==> config.mk <==
export PLATFORM = sky130hd
export DESIGN_NAME = mem_bus_arbiter
export DESIGN_NICKNAME = d
export VERILOG_FILES = /design/src/rtl/mem_bus_arbiter.sv
export SDC_FILE = /design/constraint.sdc
export NUM_CORES = 1
export LEC_CHECK = 0
export ABC_AREA = 1
export CAP_MARGIN = 10
export CORE_MARGIN = 8
export CORE_UTILIZATION = 45
export CTS_CLUSTER_DIAMETER = 40
export DETAILED_ROUTE_END_ITERATION = 7
export MAX_ROUTING_LAYER = met4
export PLACE_DENSITY_LB_ADDON = 0.2
export SLEW_MARGIN = 10
export SYNTH_ARGS = -nofsm -noshare
export SYNTH_HDL_FRONTEND = slang
export SYNTH_SLANG_ARGS = --single-unit
==> constraint.sdc <==
create_clock -name clk -period 6 [get_ports clk]
set_clock_uncertainty 0.1 [all_clocks]
set_input_delay 1.2 -clock clk [delete_from_list [all_inputs] [get_ports clk]]
set_output_delay 1.2 -clock clk [all_outputs]
set_load 0.005 [all_outputs]
==> src/rtl/mem_bus_arbiter.sv <==
// Purpose: arbitrates instruction-fetch and load/store requesters onto one memory target, decoding TEXT/DATA/STACK/MMIO regions.
// Latency: request in N, grant in N+1, response in N+2 at the earliest (plus any mem_ack delay); errors always answer in N+2.
// Backpressure: one transaction outstanding; requesters hold req/payload until gnt, the target stalls ACCESS by withholding mem_ack.
module mem_bus_arbiter #(
    parameter int INST_MEM_DEPTH = 1024,
    parameter int DATA_MEM_DEPTH = 1024,
    parameter int MMIO_MEM_SIZE  = 16
) (
    input  logic        clk,
    input  logic        rst,
    input  logic        i_req,
    input  logic [31:0] i_addr,
    output logic        i_gnt,
    output logic        i_rvalid,
    output logic [31:0] i_rdata,
    output logic        i_err,
    input  logic        d_req,
    input  logic        d_we,
    input  logic [3:0]  d_be,
    input  logic [31:0] d_addr,
    input  logic [31:0] d_wdata,
    output logic        d_gnt,
    output logic        d_rvalid,
    output logic [31:0] d_rdata,
    output logic        d_err,
    output logic        mem_req,
    output logic        mem_we,
    output logic [3:0]  mem_be,
    output logic [31:0] mem_wdata,
    output logic [1:0]  mem_sel,
    output logic [31:0] mem_offset,
    input  logic        mem_ack,
    input  logic [31:0] mem_rdata
);

    localparam logic [31:0] DIV      = 32'(DATA_MEM_DEPTH / 2);
    localparam logic [31:0] MMIO_LO  = 32'h1001_0024;
    localparam logic [31:0] MMIO_HI  = MMIO_LO + 32'(MMIO_MEM_SIZE);   // exclusive
    localparam logic [31:0] DATA_LO  = 32'h1001_0000;
    localparam logic [31:0] DATA_HI  = DATA_LO + DIV - 32'd1;          // inclusive
    localparam logic [31:0] STACK_HI = 32'h7FFF_EFFC;                  // inclusive
    localparam logic [31:0] STACK_LO = STACK_HI - DIV;
    localparam logic [31:0] TEXT_LO  = 32'h0040_0000;
    localparam logic [31:0] TEXT_HI  = TEXT_LO + 32'(INST_MEM_DEPTH);  // exclusive

    localparam logic [1:0] SEL_TEXT  = 2'd0;
    localparam logic [1:0] SEL_DATA  = 2'd1;
    localparam logic [1:0] SEL_STACK = 2'd2;
    localparam logic [1:0] SEL_MMIO  = 2'd3;

    typedef enum logic [1:0] {IDLE, ACCESS, ERROR, RESP} state_t;

    state_t      state, state_nxt;
    logic        any_req, pick_d, legal;
    logic [31:0] req_addr;
    logic        dec_hit;
    logic [1:0]  dec_sel;
    logic [31:0] dec_base;

    // Registered transaction context; last_d = 0 means the instruction side owned the bus last.
    logic        last_d, owner_d, gnt_q, we_q, err_q;
    logic [3:0]  be_q;
    logic [1:0]  sel_q;
    logic [31:0] wdata_q, off_q, rdata_q;

    assign any_req  = i_req | d_req;
    // On a tie, the side that did not own the bus last wins.
    assign pick_d   = d_req & (~i_req | ~last_d);
    assign req_addr = pick_d ? d_addr : i_addr;

    // Region decode; MMIO overlaps DATA and must be tested first.
    always_comb begin
        dec_hit  = 1'b1;
        dec_sel  = SEL_TEXT;
        dec_base = TEXT_LO;
        if (req_addr >= MMIO_LO && req_addr < MMIO_HI) begin
            dec_sel  = SEL_MMIO;
            dec_base = MMIO_LO;
        end else if (req_addr >= DATA_LO && req_addr <= DATA_HI) begin
            dec_sel  = SEL_DATA;
            dec_base = DATA_LO;
        end else if (req_addr >= STACK_LO && req_addr <= STACK_HI) begin
            dec_sel  = SEL_STACK;
            dec_base = STACK_LO;
        end else if (!(req_addr >= TEXT_LO && req_addr < TEXT_HI)) begin
            dec_hit  = 1'b0;
        end
    end

    // Access legality: fetches must be aligned TEXT hits, stores may not touch TEXT.
    always_comb begin
        legal = 1'b0;
        if (pick_d) begin
            legal = dec_hit && !(d_we && dec_sel == SEL_TEXT);
        end else begin
            legal = dec_hit && dec_sel == SEL_TEXT && i_addr[1:0] == 2'b00;
        end
    end

    // State register.
    always_ff @(posedge clk) begin
        if (rst) begin
            state <= IDLE;
        end else begin
            state <= state_nxt;
        end
    end

    // Next-state logic and state-decoded outputs.
    always_comb begin
        state_nxt = state;
        mem_req   = 1'b0;
        i_rvalid  = 1'b0;
        d_rvalid  = 1'b0;
        case (state)
            IDLE:   if (any_req) state_nxt = legal ? ACCESS : ERROR;
            ACCESS: begin
                mem_req = 1'b1;
                if (mem_ack) state_nxt = RESP;
            end
            ERROR:  state_nxt = RESP;
            RESP: begin
                i_rvalid  = ~owner_d;
                d_rvalid  = owner_d;
                state_nxt = IDLE;
            end
            default: state_nxt = IDLE;
        endcase
    end

    // Capture owner and payload on leaving IDLE, and the response on ack or error.
    always_ff @(posedge clk) begin
        if (rst) begin
            last_d  <= 1'b0;
            owner_d <= 1'b0;
            gnt_q   <= 1'b0;
            we_q    <= 1'b0;
            err_q   <= 1'b0;
            be_q    <= 4'h0;
            sel_q   <= 2'd0;
            wdata_q <= 32'h0;
            off_q   <= 32'h0;
            rdata_q <= 32'h0;
        end else begin
            gnt_q <= 1'b0;
            if (state == IDLE && any_req) begin
                owner_d <= pick_d;
                last_d  <= pick_d;
                gnt_q   <= 1'b1;
                we_q    <= pick_d & d_we;
                be_q    <= pick_d ? d_be : 4'hF;
                wdata_q <= pick_d ? d_wdata : 32'h0;
                sel_q   <= dec_sel;
                off_q   <= req_addr - dec_base;
                err_q   <= ~legal;
                rdata_q <= 32'h0;
            end
            if (state == ACCESS && mem_ack) begin
                rdata_q <= we_q ? 32'h0 : mem_rdata;
            end
        end
    end

    assign i_gnt      = gnt_q & ~owner_d;
    assign d_gnt      = gnt_q & owner_d;
    assign i_rdata    = rdata_q;
    assign d_rdata    = rdata_q;
    assign i_err      = i_rvalid & err_q;
    assign d_err      = d_rvalid & err_q;
    assign mem_we     = mem_req & we_q;
    assign mem_be     = be_q;
    assign mem_wdata  = wdata_q;
    assign mem_sel    = sel_q;
    assign mem_offset = off_q;

endmodule

After elaboration in Yosys (flattened, before gate mapping)
Index checks and enable logic that the tools add are counted.
{"block": "classes", "n_addsub": 1, "magnitude_cmp": 8, "n_eq_ne": 5, "muxes": 25, "n_bitwise": 12, "reduce_logical": 16}
{"operator": "two-way mux 32 bit", "count": 5}
{"operator": "two-way mux 31 bit", "count": 3}
{"operator": "greater-or-equal comparator 32 x 29 -> 1 bit, second input constant", "count": 2}
{"operator": "greater-or-equal comparator 32 x 23 -> 1 bit, second input constant", "count": 1}
{"operator": "greater-or-equal comparator 32 x 31 -> 1 bit, second input constant", "count": 1}
{"operator": "<= comparator 32 x 29 -> 1 bit, second input constant", "count": 1}
{"operator": "<= comparator 32 x 31 -> 1 bit, second input constant", "count": 1}
{"operator": "< comparator 32 x 23 -> 1 bit, second input constant", "count": 1}
{"operator": "< comparator 32 x 29 -> 1 bit, second input constant", "count": 1}
{"operator": "subtractor 32 bit", "count": 1}
{"operator": "two-way mux 2 bit", "count": 6}
{"operator": "logical AND 1 bit", "count": 10}
{"operator": "two-way mux 1 bit", "count": 9}
{"operator": "one-hot mux 2 bit (4 select lines)", "count": 1}
{"operator": "AND 1 bit", "count": 7}
{"operator": "logical NOT 2 bit", "count": 3}
{"operator": "== test 2 bit, second input constant", "count": 2}
{"operator": "two-way mux 4 bit", "count": 1}
{"operator": "!= test 2 bit, second input constant", "count": 2}
{"operator": "inverter 1 bit", "count": 3}
{"operator": "== test 2 x 1 -> 1 bit, second input constant", "count": 1}
{"operator": "bitwise OR 1 bit", "count": 2}
{"operator": "AND reduction 2 bit", "count": 1}
{"operator": "nonzero test 2 bit", "count": 1}
{"operator": "logical NOT 1 bit", "count": 1}
{"block": "word_totals", "regBits": 108, "input_bits": 138, "output_inout_bits": 142}

Depth between registers and ports, before layout
{"block": "depth", "depth_word": 17, "depth_mapped": 27, "depth_no_buf": 26}

Worst setup path after synthesis
No wires, ideal clock.
{"block": "synth_path", "kind": "input-to-reg", "start": "input port d_req", "end": "register off_q[30] (netlist: mem_offset[30])", "t_arrival_ns": 3.861, "slack_ns": 1.930, "cell_stages": 23, "path_cell_list": "buf_2 > buf_2 > nand3_1 > nand2_1 > nand2_1 > nor2_2 > nand3_2 > nand2_4 > inv_4 > nand2_4 > nand2_1 > ha_1 > fa_1 > inv_1 > nand3_2 > nand2_1 > nand3_1 > nand2_2 > nand3_1 > nand3_1 > nand3_1 > nand2_1 > inv_1"}
{"block": "synth_between", "elab_chain_cells": 8, "elab_cells_between_ends": 17, "classes_between": "add/sub (1); order compare (6); mux (4); bitwise (2); reduce/logical (4)"}
{"element": "start: declaration", "line": "17", "rtl": "input logic d_req,"}
{"element": "AND 1 bit (*)", "line": "68", "rtl": "assign pick_d = d_req & (~i_req | ~last_d);"}
{"element": "two-way mux 32 bit (*)", "line": "69", "rtl": "assign req_addr = pick_d ? d_addr : i_addr;"}
{"element": "greater-or-equal comparator 32 x 31 -> 1 bit / <= comparator 32 x 31 -> 1 bit (equally long branches)", "line": "82", "rtl": "end else if (req_addr >= STACK_LO && req_addr <= STACK_HI) begin"}
{"element": "logical AND 1 bit", "line": "82"}
{"element": "two-way mux 31 bit", "line": "82"}
{"element": "two-way mux 31 bit", "line": "79", "rtl": "end else if (req_addr >= DATA_LO && req_addr <= DATA_HI) begin"}
{"element": "two-way mux 31 bit (*)", "line": "76", "rtl": "if (req_addr >= MMIO_LO && req_addr < MMIO_HI) begin"}
{"element": "named net dec_base[2]", "line": "58", "rtl": "logic [31:0] dec_base;"}
{"element": "subtractor 32 bit (*)", "line": "154", "rtl": "off_q <= req_addr - dec_base;"}
{"element": "end signal: assignment", "line": "154"}
{"element": "end: declaration", "line": "64", "rtl": "logic [31:0] wdata_q, off_q, rdata_q;"}
The timed path passes the listed nets; every way through them passes the cells marked *.
A chain may end at the register's enable or synchronous reset.

Final worst setup path
{"block": "layout_path", "start": "input port i_req", "end": "register off_q[10] (netlist: mem_offset[10])"}
{"block": "layout_between", "elab_chain_cells": 10, "elab_cells_between_ends": 19, "classes_between": "add/sub (1); order compare (6); mux (4); bitwise (4); reduce/logical (4)"}
{"element": "start: declaration", "line": "11", "rtl": "input logic i_req,"}
{"element": "inverter 1 bit (*)", "line": "68"}
{"element": "bitwise OR 1 bit (*)", "line": "68"}
{"element": "AND 1 bit (*)", "line": "68"}
{"element": "two-way mux 32 bit (*)", "line": "69"}
{"element": "greater-or-equal comparator 32 x 31 -> 1 bit / <= comparator 32 x 31 -> 1 bit (equally long branches)", "line": "82"}
{"element": "logical AND 1 bit", "line": "82"}
{"element": "two-way mux 31 bit", "line": "82"}
{"element": "two-way mux 31 bit", "line": "79"}
{"element": "two-way mux 31 bit (*)", "line": "76"}
{"element": "named net dec_base[2]", "line": "58"}
{"element": "subtractor 32 bit (*)", "line": "154"}
Marks and branches as above.

==> run_results.csv <==
group,metric,value,unit
clock_tree,cts_buffers,9,
worst_setup_path,worstReg2RegEnd,"mem_offset[28]",
min_path,hp-start,"mem_wdata[10]",
cells_and_area,fillers,1489,
logic_synthesis,synth_ff_type,"dfxtp_1",
logic_synthesis,yosysSeqAreaShare,29.7,%
status,status,"finished, final reports clean",
worst_setup_path,critPathKind,"in2reg",
floorplan,die_h,143,um
floorplan,design.portCount,280,
logic_synthesis,synth_cell_types,46,
detailed_routing,drtIter0Drc,464,
worst_setup_path,slowest_delay,0.48,ns
worst_setup_path,start_kind,"input pin",
detailed_routing,wl_per_cell,17.1,um
clock_tree,root_buffer,"clkbuf_16",
worst_setup_path,reg2reg_slack,1.58,ns
placement,gp_congestion,0.976,
global_route,grt_pass1_wl,39.8,mm
floorplan,dieArea,0.0205,mm^2
placement,hpwl,21.0,mm
logic_synthesis,synth_edf_count,0,
cells_and_area,most-common-layout-cells,"clkdlybuf4s50_1, nand2_1, inv_1, a21oi_1, dfxtp_1",
logic_synthesis,synth_nets,1271,
detailed_routing,first_pass_iters,5,
detailed_routing,vias,7963,
worst_setup_path,cpMostUsedCell,"nand2_4",
timing,fin_tns_setup,0,ns
detailed_routing,routed_via_density,5.18,
power_and_ir_drop,ir_drop,0.212,mV
placement,placed_cell_area,0.00991,mm^2
power_and_ir_drop,power.density,304,mW/mm^2
worst_setup_path,arrival,5.26,ns
cells_and_area,nNetsFinal,1483,
global_route,grt-ovfl-total,0,
worst_setup_path,cp.required,6.11,ns
clock_tree,hold_buffers,0,
clock_tree,numClockSinks,108,
floorplan,row_count,46,
power_and_ir_drop,p_leak,4.23,nW
min_path,whs_endpoint,"mem_wdata[10]",
worst_setup_path,r2r_start,"owner_d",
cells_and_area,n_antenna_cell,0,
clock_tree,h-tree-depth,3,
global_route,antenna_found_initial,0,
timing,layout_min_cycle_time,5.15,ns
placement,portBuffers,279,
clock_tree,clock_latency,0.35,ns
detailed_routing,drt_wl_total,26.3,mm
timing,slew_headroom,27.6,%
worst_setup_path,crit_chain,"clkdlybuf4s50_1 -> nand2_4 -> nand2_4 -> o21ai_1 -> nor2_2 -> nand2_1 -> nand2_2 -> nand2_4 -> inv_4 -> nand2_4 -> nand2_1 -> ha_1 -> fa_1 -> inv_1 -> nand3_2 -> nand2_1 -> nand3_1 -> nand2_2 -> xor2_1 -> a21oi_1",
cells_and_area,area_growth,40.5,%
global_route,grt_usage,25.1,%
worst_setup_path,worstPathMaxFanout,36,
worst_setup_path,ff2ff_path_depth,22,
logic_synthesis,synthArstFlopShare,0,%
timing,finalHoldViolCount,0,
logic_synthesis,syn_area,0.00727,mm^2
global_route,first_global_vias,7496,
global_route,grt_max_degree,78,
timing,final_max_slew_viol_count,0,
logic_synthesis,yosys_register_bits,108,
logic_synthesis,syn_avg_cell_area,6.59,um^2
clock_tree,cts_tree,"built",
timing,setup_violations,0,
clock_tree,post_cts_resized,0,
cells_and_area,layout_commonest_cell,"clkdlybuf4s50_1",
min_path,holdPathStages,2,
min_path,hold_path.class,"reg2reg",
detailed_routing,post-route-drc-count,0,
floorplan,chipWidth,143,um
flow_run,drv_cap,0,
logic_synthesis,syn_inst,1104,
cells_and_area,finalInstanceArea,0.0102,mm^2
timing,max_freq,194,MHz
clock_tree,cts_buffer_depth,2,
timing,rsz0062_at_grt,"no",
detailed_routing,ant_nets,0,
clock_tree,cts_setup_buffers,0,
clock_tree,path_clk_slew,0.08,ns
floorplan,start_util,46.0,%
timing,finalCritPeriodShare,85.8,%
cells_and_area,drive_above_1_share,6.96,%
worst_setup_path,cp_slowest_cell,"o21ai_1",
logic_synthesis,yosys_warnings,0,
floorplan,design.core.area,0.0158,mm^2
timing,tightest_slew,1.08,ns
worst_setup_path,crit_path_end_kind,"flip-flop",
[area by class of cell]
type | count | area (um^2) | area share, %
clock buffer | 10 | 239 | 2.34
tap | 216 | 270 | 2.65
multi-input combinational | 784 | 4160 | 40.7
timing repair buffer | 286 | 2840 | 27.8
sequential | 108 | 2160 | 21.2
inverter | 127 | 479 | 4.69
clock inverter | 6 | 62.6 | 0.612
[flip-flops by register name, indices dropped and copies added, names as in the netlist]
signal,flops
mem_be,4
owner_d,1
we_q,1
d_rdata,32
state,2
mem_sel,2
mem_wdata,32
gnt_q,1
mem_offset,32
err_q,1
[how the worst max path moves through the flow]
stage          startpoint  depth (start not counted)  slack [ns]             end
2_1_floorplan       d_req                         23        1.93  mem_offset[30]
3_3_place_gp        i_req                         22        0.55  mem_offset[28]
3_5_place_dp        i_req                         20        0.53  mem_offset[10]
4_1_cts             i_req                         23        0.89  mem_offset[28]
5_1_grt             i_req                         23        0.50  mem_offset[30]
6_report            i_req                         20        0.85  mem_offset[10]
[worst max-delay path, delay by kind of cell]
family | cells | cell delay, ns
xor gates and xnor gates | 1 | 0.30
buffers and inverters | 3 | 0.67
AOI/OAI and AO/OA | 2 | 0.59
and+or+nand+nor | 12 | 1.84
adders and majority gates | 2 | 0.62
[synth_stat cells (all sizes together), types with 3 or more instances]
master | n | area (um^2)
dfxtp | 108 | 2160
xor2 | 7 | 61.3
nand4 | 43 | 269
nand3b | 22 | 169
o221a | 4 | 45.0
o211ai | 5 | 37.5
inv | 126 | 475
nor2 | 112 | 495
nand2 | 269 | 1110
o21bai | 6 | 45.0
a21boi | 3 | 26.3
a21oi | 122 | 618
xnor2 | 3 | 26.3
o21ai | 49 | 260
clkbuf | 40 | 150
buf | 45 | 329
nand3 | 85 | 468
a31oi | 4 | 25.0
nor3 | 12 | 60.1
ha | 28 | 350
[cells by family after synthesis]
group / synth area share (%)
adder cells (fa/ha/maj): 5.09
XOR/XNOR: 1.20
AO/OA/AOI/OAI: 15.2
AND/OR/NAND/NOR: 35.6
buffers and inverters: 13.2
flip-flops: 29.7
[per-layer routing]
layer | share of wire (%) | track usage [%]
met1 | 40 | 28.1
met3 | 6.8 | 4.17
met4 | 2.1 | 6.66
met5 | 0 | -
met2 | 51 | 45.0
[power breakdown]
part           leakage, nW  total [mW]  switching [mW]  internal (mW)
clock                0.148       0.601           0.296          0.305
combinational         3.19        1.51           0.843          0.667
sequential           0.885       0.992           0.102          0.891
total                 4.23        3.10            1.24           1.86
[stage by stage]
stage | hold slack, ns | utilization, % | setup slack [ns] | cells | power (mW)
detailed placement | 0.355 | 62.6 | 0.534 | 1521 | 2.52
global placement | 0.351 | 62.6 | 0.551 | 1521 | 2.51
CTS | 0.368 | 64.5 | 0.887 | 1537 | 3.13
finish | 0.368 | 64.5 | 0.849 | 1537 | 3.10
global route | 0.384 | 64.5 | 0.496 | 1537 | 3.31
floorplan | 0.359 | - | 1.93 | 1104 | 1.82
(Power assumes the default switching activity.)
